===== src/rtl/util_fifo_fwft.sv =====
// Synchronous single-clock FIFO with all DEPTH entries usable, selectable FWFT read mode, status flags and flush.
// Latency: standard mode dout/valid 1 cycle after rd_en; FWFT mode head word visible 1 cycle after its write edge.
// Backpressure: writes are refused when full unless a read fires in the same cycle; refused writes or reads on empty pulse overflow/underflow.
//
// Ports:
//   clk          - clock, all logic on the rising edge
//   rst_n        - asynchronous reset, ACTIVE-HIGH despite the name
//   clr          - synchronous flush; overrides wr_en/rd_en in the same cycle
//   wr_en, din   - write request and data
//   rd_en        - read request (FWFT: acknowledge of the head word)
//   dout, valid  - read data; valid is a 1-cycle pulse (standard) or a level (FWFT)
//   full, empty, almost_full, almost_empty, count - occupancy status from the registered pointers
//   overflow, underflow - registered 1-cycle pulses, one cycle after the offending request
module util_fifo_fwft #(
    parameter int BITLEN    = 64,
    parameter int DEPTH_BIT = 3,
    parameter int FWFT      = 0,
    parameter int AFULL_TH  = (1 << DEPTH_BIT) - 2,
    parameter int AEMPTY_TH = 1
) (
    input  logic              clk,
    input  logic              rst_n,
    input  logic              clr,
    input  logic              wr_en,
    input  logic [BITLEN-1:0] din,
    input  logic              rd_en,
    output logic [BITLEN-1:0] dout,
    output logic              valid,
    output logic              full,
    output logic              empty,
    output logic              almost_full,
    output logic              almost_empty,
    output logic [DEPTH_BIT:0] count,
    output logic              overflow,
    output logic              underflow
);

    localparam int DEPTH = 1 << DEPTH_BIT;
    localparam logic [DEPTH_BIT:0] AF_TH   = AFULL_TH[DEPTH_BIT:0];
    localparam logic [DEPTH_BIT:0] AE_TH   = AEMPTY_TH[DEPTH_BIT:0];
    localparam logic [DEPTH_BIT:0] PTR_ONE = {{DEPTH_BIT{1'b0}}, 1'b1};

    logic [BITLEN-1:0]    r_mem [DEPTH];
    logic [DEPTH_BIT:0]   r_wr_ptr;
    logic [DEPTH_BIT:0]   r_rd_ptr;
    logic                 r_overflow;
    logic                 r_underflow;

    logic [DEPTH_BIT-1:0] w_wr_idx;
    logic [DEPTH_BIT-1:0] w_rd_idx;
    logic [DEPTH_BIT:0]   w_count;
    logic                 w_full;
    logic                 w_empty;
    logic                 w_rd_fire;
    logic                 w_wr_fire;

    assign w_wr_idx = r_wr_ptr[DEPTH_BIT-1:0];
    assign w_rd_idx = r_rd_ptr[DEPTH_BIT-1:0];

    // The extra MSB on each pointer distinguishes full from empty, so
    // every entry is usable and the difference is the exact occupancy.
    assign w_count = r_wr_ptr - r_rd_ptr;
    assign w_empty = (r_wr_ptr == r_rd_ptr);
    assign w_full  = (r_wr_ptr[DEPTH_BIT] != r_rd_ptr[DEPTH_BIT]) &&
                     (w_wr_idx == w_rd_idx);

    assign w_rd_fire = rd_en && !w_empty;
    // A full FIFO may still take a write when the head leaves in the same cycle.
    assign w_wr_fire = wr_en && (!w_full || w_rd_fire);

    // Storage has no reset; entries are only observed after being written.
    always_ff @(posedge clk) begin
        if (w_wr_fire && !clr) begin
            r_mem[w_wr_idx] <= din;
        end
    end

    always_ff @(posedge clk or posedge rst_n) begin
        if (rst_n) begin
            r_wr_ptr    <= '0;
            r_rd_ptr    <= '0;
            r_overflow  <= 1'b0;
            r_underflow <= 1'b0;
        end else if (clr) begin
            r_wr_ptr    <= '0;
            r_rd_ptr    <= '0;
            r_overflow  <= 1'b0;
            r_underflow <= 1'b0;
        end else begin
            if (w_wr_fire) begin
                r_wr_ptr <= r_wr_ptr + PTR_ONE;
            end
            if (w_rd_fire) begin
                r_rd_ptr <= r_rd_ptr + PTR_ONE;
            end
            r_overflow  <= wr_en && !w_wr_fire;
            r_underflow <= rd_en && w_empty;
        end
    end

    generate
        if (FWFT == 0) begin : g_std
            logic [BITLEN-1:0] r_dout;
            logic              r_valid;

            always_ff @(posedge clk or posedge rst_n) begin
                if (rst_n) begin
                    r_dout  <= '0;
                    r_valid <= 1'b0;
                end else if (clr) begin
                    r_dout  <= '0;
                    r_valid <= 1'b0;
                end else if (w_rd_fire) begin
                    r_dout  <= r_mem[w_rd_idx];
                    r_valid <= 1'b1;
                end else begin
                    r_valid <= 1'b0;
                end
            end

            assign dout  = r_dout;
            assign valid = r_valid;
        end else begin : g_fwft
            // Head word is presented straight from storage; masked to zero
            // while empty so the unwritten array never leaks onto dout.
            assign dout  = w_empty ? '0 : r_mem[w_rd_idx];
            assign valid = !w_empty;
        end
    endgenerate

    assign count        = w_count;
    assign full         = w_full;
    assign empty        = w_empty;
    assign almost_full  = (w_count >= AF_TH);
    assign almost_empty = (w_count <= AE_TH);
    assign overflow     = r_overflow;
    assign underflow    = r_underflow;

endmodule


===== config.mk =====
export PLATFORM = sky130hd
export DESIGN_NAME = util_fifo_fwft
export DESIGN_NICKNAME = d
export VERILOG_FILES = /design/src/rtl/util_fifo_fwft.sv
export SDC_FILE = /design/constraint.sdc
export NUM_CORES = 1
export LEC_CHECK = 0
export BUFFER_PORTS_ARGS = -buffer_cell sky130_fd_sc_hd__buf_4
export CAP_MARGIN = 20
export CORE_UTILIZATION = 40
export CTS_BUF_LIST = sky130_fd_sc_hd__clkbuf_4
export CTS_CLUSTER_SIZE = 8
export DETAILED_ROUTE_END_ITERATION = 10
export PLACE_DENSITY = 0.64
export SLEW_MARGIN = 20
export SYNTH_ARGS = -nofsm -noshare
export SYNTH_HDL_FRONTEND = slang
export SYNTH_SLANG_ARGS = --single-unit

===== constraint.sdc =====
create_clock -name clk -period 7.4 [get_ports clk]
set_input_delay 0.37 -clock clk [delete_from_list [all_inputs] [get_ports clk]]
set_output_delay 0.37 -clock clk [all_outputs]
set_load 0.005 [all_outputs]

==> flow_summary.yaml, run 1 <==
status:
  status: "complete, no violations"
critical_path:
  regToRegStartpoint: "r_rd_ptr[2]"
  crit_path_top_delay_cell: "dfrtp_4"
  critPathMaxFanout: 66
  critical_path_required_ps: 7930
  end_kind: "flip-flop"
  rr_worst_depth: 7
  reg2reg_slack_ps: 3010
  timing.rr.end: "r_mem[4][30]"
  critPathLaunchType: "flip-flop"
  path_class: "reg -> reg"
  arrival_ps: 4930
  cpPeakStageDelay_ps: 1100
  cp_cell_sequence: "inv_1 > ha_1 > nand3_1 > o31ai_1 > or3_1 > nor2_4 > buf_4"
pwr:
  power.density_nw_per_um2: 277
  leakagePower_uw: 0.00960
  p_total_uw: 7430
  ir_drop_mv: 0.135
yosys:
  ys_types: 34
  synth_cells: 1101
  yosysSeqAreaShare: 0.777
  postSynthAreaPerCell_sq_um: 20.2
  syn-num-nets: 1176
  ys_seq_elements: 587
  async_reset_ff_frac: 0.128
  ys.flop_type: "edfxtp_1"
  ys.warnings.count: 0
  syn_area_sq_um: 22200
  synth_edf_count: 512
sta:
  finalSetupTns_ps: 0
  relSlewSlack: 0.275
  clock.fmax_mhz: 228
  fin_crit_ps: 4390
  hold_violations: 0
  rsz0062_at_grt: "false"
  finalClockSkew_ps: 39.7
  max_slew.worst_pin.slew_ps: 1090
  period_share: 0.594
  setup_violations: 0
  fin_ws_ps: 3010
  drv_slew: 0
clock_tree:
  numCtsBuffers: 152
  max-clock-path-buffers: 3
  post_cts_resized: 0
  cts_root_buf: "clkbuf_4"
  htreeDepth: 4
  insertion_delay_ps: 940
  path_clk_slew_ps: 70
  cts_tree: "built"
  clock-sinks: 587
global_routing:
  grt-ovfl-total: 0
  grt_pass1_vias: 12500
  antenna_found_initial: 4
  grt_max_degree: 70
  grt_pass1_wl_mm: 73.5
  groute.usage.overall: 0.177
final_layout:
  drive_gt1_frac: 0.363
  nNetsFinal: 1502
  seqCellArea_sq_um: 17300
  multi_input_area_sq_um: 4650
  final_area_sq_um: 26800
  num-fill-cells: 4551
  syn_to_final_growth_pct: 20.7
min_path:
  hp-class: "in -> reg"
  hold_start: "din[5]"
  whs_path_depth: 2
  min_to: "r_mem[3][5]"
floorplan:
  die_w_microns: 238
  core_area_sq_um: 54300
  initial_utilization: 0.408
  die_h_microns: 238
  row_count: 85
  io_pins: 144
  dieArea_sq_um: 56400
place:
  post-place-ws_ps: 2950
  place_congestion: 0.720
  placed_cell_area_sq_um: 24100
  portBuffers: 143
  dpl.hpwl_mm: 25.4
routing:
  wl_per_cell_microns: 20.9
  drt-pass1-iter-count: 5
  drt_iter0_drc: 776
  viasPerCell: 5.04
  met1_length_mm: 20.7
  wl_mm: 48.0
  via_count: 11600
  top_layer: "met5"
  wl_met3_mm: 2.51
  drc_errors: 0
  detail-route-antenna-nets: 0
  met2WireLength_mm: 24.0
flow_run:
  max_cap_viol_count: 0
## area by class of cell
class                           count  share of cell area
Tap cell                          739              0.0345
Antenna cell                        5            0.000467
Clock inverter                     31             0.00472
Multi-Input combinational cell    447               0.174
Clock buffer                      246              0.0689
Sequential cell                   587               0.644
Inverter                            8             0.00126
Timing Repair Buffer              231              0.0720
## worst max path at each step
stage | from | end | slack (ps)
6_report | r_rd_ptr[2] | r_mem[4][30] | 3010
5_1_grt | r_rd_ptr[2] | r_mem[4][17] | 2760
4_1_cts | r_rd_ptr[2] | r_mem[4][2] | 2930
3_5_place_dp | r_rd_ptr[2] | r_mem[4][21] | 2950
3_3_place_gp | r_rd_ptr[2] | r_mem[4][23] | 3030
2_1_floorplan | r_rd_ptr[2] | r_mem[0][0] | 610
## state kept, by name, summed over array words and instances, names as in the netlist
register,count
valid,1
dout,64
r_mem,512
r_rd_ptr,4
r_wr_ptr,4
underflow,1
overflow,1
## cells by family after synthesis
kind of cell	after synthesis	synth area share
adder cells (fa/ha/maj)	6	0.00372
flip-flops	587	0.777
AO/OA/AOI/OAI	75	0.0284
multiplexers	130	0.131
buffers and inverters	67	0.0161
AND/OR/NAND/NOR	230	0.0409
XOR/XNOR	6	0.00271
## Yosys cell counts, drive strengths merged, types with 2 or more instances
cell type  instances  area [sq um]
a21oi              2          10.0
a22o              64           561
buf               36           240
clkbuf            23          86.3
dfrtp             75          1880
edfxtp           512         15400
ha                 5          62.6
inv                8          30.0
mux2i              2          20.0
mux4             128          2880
nand2            197           739
nand3              3          15.0
nor2              16          60.1
nor2b              3          18.8
nor3               2          10.0
o21ai              5          28.8
or3                3          18.8
xnor2              3          26.3
xor2               3          33.8
## metrics by stage
step                      utilization  instances  hold WS, ps
final                           0.493       2294          202
after global routing            0.493       2294          128
after CTS                       0.492       2288         85.2
after detailed placement        0.443       1941          456
after global placement          0.443       1941          456
after floorplan                     -       1101          442
## where the power goes
part	switching, uW	internal (uW)
sequential	82.1	3700
combinational	419	451
clock	1270	1500
total	1780	5650
## critical path, delay by kind of cell, from the launching register on
kind / cells / cell delay (ps)
AOI/OAI and AO/OA: 1 / 200
DFF: 1 / 1100
and+or+nand+nor: 3 / 1340
adders and majority gates: 1 / 370
buffers and inverters: 2 / 930
## metal layers
metal / up-vias / global-route usage
li1: 5146 / -
met1: 6007 / 0.227
met2: 337 / 0.288
met3: 70 / 0.0467
met4: 2 / 0.0714
met5: - / 0
## cell usage in the layout, fill, tap and decap left out, drive strengths merged
cell type	netlist	layout
a22o	64	64
nor3	2	2
xor2	3	3
buf	36	161
nor4bb	1	1
o21ai	5	5
edfxtp	512	512
o21a	1	1
xnor2	3	3
mux4	128	128
nand2	197	197
and3b	1	1
or4	1	1
nor2	16	16
o211ai	1	1
nand3	3	3
clkinvlp	0	2
clkinv	0	23
nand2b	1	1
o311ai	1	1
and3	1	1
dlygate4sd3	0	70
fa	1	1
ha	5	5
dfrtp	75	75
a21oi	2	2
diode	0	5
clkbuf	23	246
nand3b	1	1
inv	8	14
nor2b	3	3
or3	3	3
mux2i	2	2
o31ai	1	1
## timing repair
action	in CTS	in global routing
hold buffers	70	0
setup buffers	0	0
setup endpoints to repair	0	0
endpoints found under the hold margin	577	0
Note: power is estimated with default switching activity, not from simulation.
==> inputs of run 2 (changes only) <==
ABC_AREA = 1   (was unset)
PLACE_DENSITY = 0.65   (was 0.64)
clock period = 3.61 ns   (was 7.4 ns; I/O delays follow)
==> run 2 against run 1 <==
  * Area after synthesis up 12%
  * Final cell count up 56%
  * Sequential share of layout area down 5.7 points
  * Largest cell class unchanged
  * Worst setup slack worse by 2800 ps
  * Die area up 12%
  * Clock power up 97%
  * Hold slack worse by 97 ps
==> flow_summary.yaml, run 2 <==
floorplan:
  core_area_sq_um: 61600
  dieArea_sq_um: 63200
  initial_utilization: 0.404
  row_count: 91
  die_h_microns: 251
  io_pins: 144
  die_w_microns: 251
global_routing:
  grt_max_degree: 259
  antenna_found_initial: 9
  grt-ovfl-total: 0
  grt_pass1_vias: 17300
  groute.usage.overall: 0.196
  grt_pass1_wl_mm: 95.4
yosys:
  syn_area_sq_um: 24900
  synth_top_area_frac: 0.618
  synth_common_cells: "nand2_1, edfxtp_1, nand3_1, inv_1, dfrtp_1"
  ys_top_cells_by_area: "edfxtp_1, nand2_1, nand3_1, dfrtp_1, inv_1"
  yosysSeqAreaShare: 0.694
  synth_top_area_cell: "edfxtp_1"
  ys.warnings.count: 0
  yosysMostFrequentCell: "nand2_1"
  synth_edf_count: 512
  synth_cells: 2344
  async_reset_ff_frac: 0.128
  ys_types: 26
  syn-num-nets: 2419
  ys.flop_type: "edfxtp_1"
  postSynthAreaPerCell_sq_um: 10.6
  ys_seq_elements: 587
sta:
  clock.fmax_mhz: 296
  hold_violations: 0
  period_share: 0.935
  drv_slew: 0
  finalClockSkew_ps: 37.6
  fin_crit_ps: 3370
  hold_ws_ps: 105
  relSlewSlack: 0.264
  finalSetupTns_ps: 0
  max_slew.worst_pin.slew_ps: 1100
  rsz0062_at_grt: "false"
  setup_violations: 0
critical_path:
  crit_family: "buffers and inverters"
  rr_worst_depth: 8
  crit_buf_inv: 2
  end_kind: "output port"
  critPathLaunchType: "flip-flop"
  critical_path_required_ps: 3430
  path_class: "reg -> out"
  arrival_ps: 3190
  crit_path_top_delay_cell: "buf_4"
  cpPeakStageDelay_ps: 640
  critPathMaxFanout: 58
  path_depth: 4
  crit_top_cell: "buf_4"
  cp_cell_sequence: "buf_4 > fa_1 > o211ai_1 > buf_4"
final_layout:
  top_register: "r_mem"
  largest_register_ffs: 512
  final_cell_mix: "nand2_1, edfxtp_1, nand3_1"
  final_area_sq_um: 29400
  drive_gt1_frac: 0.168
  final_common_cell: "nand2_1"
  fin_util: 0.477
  nNetsFinal: 2689
  syn_to_final_growth_pct: 18.2
clock_tree:
  path_clk_slew_ps: 70
  max-clock-path-buffers: 3
  cts_tree: "built"
  numCtsBuffers: 142
  htreeDepth: 4
  cts_root_buf: "clkbuf_4"
  insertion_delay_ps: 860
  clock-sinks: 587
routing:
  viasPerCell: 4.84
  drt-pass1-iter-count: 5
  wl_per_cell_microns: 17.2
  via_count: 17300
  drt_iter0_drc: 1208
  drc_errors: 0
  detail-route-antenna-nets: 0
  wl_mm: 61.2
min_path:
  hp-class: "in -> reg"
  whs_path_depth: 2
pwr:
  power.density_nw_per_um2: 526
  leakagePower_uw: 0.0130
  ir_drop_mv: 0.276
  p_total_uw: 15500
place:
  placed_cell_area_sq_um: 26800
  dpl.hpwl_mm: 32.3
  portBuffers: 143
  place_congestion: 0.794
flow_run:
  max_cap_viol_count: 0
status:
  status: "complete, no violations"
[run 2: cell count changes in the layout (fill, tap and decap cells not counted), sizes merged, moves of 11 or more]
cell,previous run,this run
nand3,3,461
mux4,128,0
nand2,197,735
buf,161,178
clkinv,23,34
a22o,64,0
clkbuf,246,220
inv,14,399
[run 2: cells by family after synthesis]
logic type / synth area share
adders and majority gates: 0.00332
buffers and inverters: 0.0853
and+or+nand+nor: 0.215
xor gates and xnor gates: 0.00141
AOI/OAI and AO/OA: 0.00111
DFF: 0.694
[run 2: area by class of cell]
class                      instances  area [sq um]
fill                            5550         32200
antenna                            6          15.0
timing repair buffer             249          2140
clock inverter                    37           200
clock buffer                     220          1650
inverter                         399          1510
multi-input combinational       1235          5560
sequential                       587         17300
tap                              837          1050
[run 2: per-stage QoR]
step           setup WS (ps)  cells
4_1_cts                  218   3563
3_3_place_gp             731   3235
6_report                 236   3570
3_5_place_dp             664   3235
5_1_grt                  181   3570
2_1_floorplan           -186   2344
[run 2: routing by layer]
layer,global-route usage,wire [microns],part of all wire,vias up
met1,0.243,25200,0.41,8313
met4,0.0923,1700,0.028,6
met2,0.329,30100,0.49,615
met3,0.0399,4220,0.069,128
li1,-,-,-,8229
met5,0,26,0.00042,-
[run 2: final timing paths]
check / slack (ps) / startpoint / end
worst max-delay path: 240 / r_rd_ptr[1] / almost_full
worst max register to register: 460 / r_rd_ptr[1] / r_rd_ptr[3]
worst min register to register: 510 / dout[10] / dout[10]
min in group asynchronous: 540 / rst_n / dout[18]
max in group asynchronous: 2240 / rst_n / dout[57]
worst min-delay path: 110 / din[19] / r_mem[4][19]
[run 2: what timing repair did]
action | in CTS | in global routing
resized for setup | 0 | 0
buffers inserted | 0 | 0
hold buffers | 71 | 0
endpoints found under the hold margin | 623 | 0
[run 2: power breakdown]
part / switching [uW] / leakage [uW] / internal [uW] / total (uW)
sequential: 116 / 0.00564 / 7590 / 7700
combinational: 1510 / 0.00625 / 775 / 2290
clock: 2560 / 0.00111 / 2920 / 5480
total: 4190 / 0.0130 / 11300 / 15500
==> inputs of run 3 (changes only) <==
BUFFER_PORTS_ARGS = unset   (was -buffer_cell sky130_fd_sc_hd__buf_4)
DONT_BUFFER_PORTS = 1   (was unset)
PLACE_DENSITY = 0.63   (was 0.65)
SKIP_CTS_REPAIR_TIMING = 1   (was unset)
==> run 3 against run 2 <==
  * The run now ends with negative hold slack left
  * Combinational power decreased by 14%
  * Cell area decreased by 3.7%
  * Final cell count decreased by 4.0%
  * Register-to-register slack got worse by 200 ps
  * Via count decreased by 4.6%
  * Die area unchanged
  * Clock power decreased by 3%
  * Count of clock-buffer cells in the layout decreased by 5
  * First-iteration DRC count increased by 4.1%
  * Hold slack got worse by 120 ps
  * Critical path type is now reg -> reg
==> flow_summary.yaml, run 3 (synthesis gave the netlist of run 2 again) <==
global_routing:
  grt-ovfl-total: 0
  grt_pass1_vias: 15900
  grt_pass1_wl_mm: 90.0
  antenna_found_initial: 13
  grt_max_degree: 259
  groute.usage.overall: 0.187
routing:
  wl_per_cell_microns: 17.3
  via_count: 16500
  viasPerCell: 4.81
  wl_mm: 59.3
  detail-route-antenna-nets: 0
  drt_iter0_drc: 1258
  drt-pass1-iter-count: 5
  drc_errors: 0
critical_path:
  path_depth: 9
  arrival_ps: 4080
  cp_cell_sequence: "buf_4 > buf_6 > nand3_1 > xor2_1 > nor2_1 > nand2_1 > dlygate4sd3_1 > nand2_1 > dlygate4sd3_1"
  regToRegStartpoint: "r_rd_ptr[1]"
  crit_buf_inv: 4
  crit_path_top_delay_cell: "buf_6"
  cpPeakStageDelay_ps: 700
  rr_worst_depth: 9
  critPathLaunchType: "flip-flop"
  crit_family: "buffers and inverters"
  reg2reg_slack_ps: 260
  critPathMaxFanout: 88
  timing.rr.end: "r_rd_ptr[3]"
  end_kind: "flip-flop"
  critical_path_required_ps: 4340
  crit_start: "r_rd_ptr[1]"
  path_class: "reg -> reg"
sta:
  hold_violations: 7
  finalSetupTns_ps: 0
  max_slew.worst_pin.slew_ps: 1010
  finalClockSkew_ps: 26.4
  fin_crit_ps: 3350
  setup_violations: 0
  drv_slew: 0
  period_share: 0.927
  hold_ws_ps: -17.4
  relSlewSlack: 0.325
  rsz0062_at_grt: "false"
  clock.fmax_mhz: 299
pwr:
  leakagePower_uw: 0.0123
  p_total_uw: 15000
  power.density_nw_per_um2: 531
  ir_drop_mv: 0.291
place:
  place_congestion: 0.791
  place_inst: 3088
  placed_cell_area_sq_um: 25700
  dpl.hpwl_mm: 31.9
  portBuffers: 0
final_layout:
  syn_to_final_growth_pct: 13.8
  final_common_cell: "nand2_1"
  nNetsFinal: 2545
  num-fill-cells: 5615
  fin_util: 0.459
  final_area_sq_um: 28300
  drive_gt1_frac: 0.120
  top_register: "r_mem"
  fin_cells: 3428
  final_cell_mix: "nand2_1, edfxtp_1, nand3_1"
  largest_register_ffs: 512
clock_tree:
  clock-sinks: 587
  path_clk_slew_ps: 70
  insertion_delay_ps: 840
  htreeDepth: 4
  cts_root_buf: "clkbuf_4"
  cts_tree: "built"
  max-clock-path-buffers: 3
  numCtsBuffers: 142
floorplan:
  row_count: 91
  die_w_microns: 251
  dieArea_sq_um: 63200
  initial_utilization: 0.404
  core_area_sq_um: 61600
  io_pins: 144
  die_h_microns: 251
status:
  status: "complete, but fails checks"
  failed_checks: "negative hold slack"
min_path:
  whs_path_depth: 3
  hold_start: "clr"
  hp-class: "in -> reg"
  min_to: "dout[46]"
flow_run:
  max_cap_viol_count: 0
[run 3: cell count changes in the layout (fill, tap and decap cells not counted), sizes merged]
cell / before / now
clkinv: 34 / 39
clkbuf: 220 / 215
inv: 399 / 403
buf: 178 / 32
clkinvlp: 1 / 0
dlygate4sd3: 71 / 73
bufinv: 2 / 1
[run 3: tightest hold or removal path: stages]
cell and delay [ps]:
clkinv_2 400, nand3_1 130, nand2_1 60
[run 3: area by class of cell]
cell class / count / area [sq um] / share of cell area
inverters: 399 / 1510 / 0.0533
flip-flops and latches: 587 / 17300 / 0.610
well taps: 837 / 1050 / 0.0370
clock buffers: 215 / 1610 / 0.0570
diodes: 6 / 15.0 / 0.000531
clock inverters: 44 / 198 / 0.00699
repair buffers: 105 / 1090 / 0.0387
multi-input cells: 1235 / 5560 / 0.196
[run 3: stage by stage]
step	setup WS [ps]	hold slack, ps
finish	263	-17.4
global route	85.5	-16.9
CTS	446	-697
detailed placement	617	260
global placement	672	234
floorplan	-186	279
[run 3: per-layer routing]
layer / wire length, microns / GRT usage / up-vias / share of wire
met1: 24200 / 0.223 / 7885 / 0.41
met4: 981 / 0.0709 / 14 / 0.017
met5: 83 / 0 / - / 0.0014
met2: 29500 / 0.314 / 549 / 0.50
met3: 4570 / 0.0594 / 86 / 0.077
li1: - / - / 7957 / -
[run 3: worst max path at each step]
stage                   end  slack [ps]
3_5_place_dp   r_mem[2][42]         620
3_3_place_gp   r_mem[1][47]         670
4_1_cts        almost_empty         450
2_1_floorplan   r_mem[1][0]        -190
6_report        r_rd_ptr[3]         260
5_1_grt         r_rd_ptr[3]          90
[run 3: where the power goes]
group | total [uW] | internal (uW) | switching [uW]
Sequential | 7730 | 7590 | 142
Clock | 5320 | 2800 | 2520
Combinational | 1980 | 558 | 1430
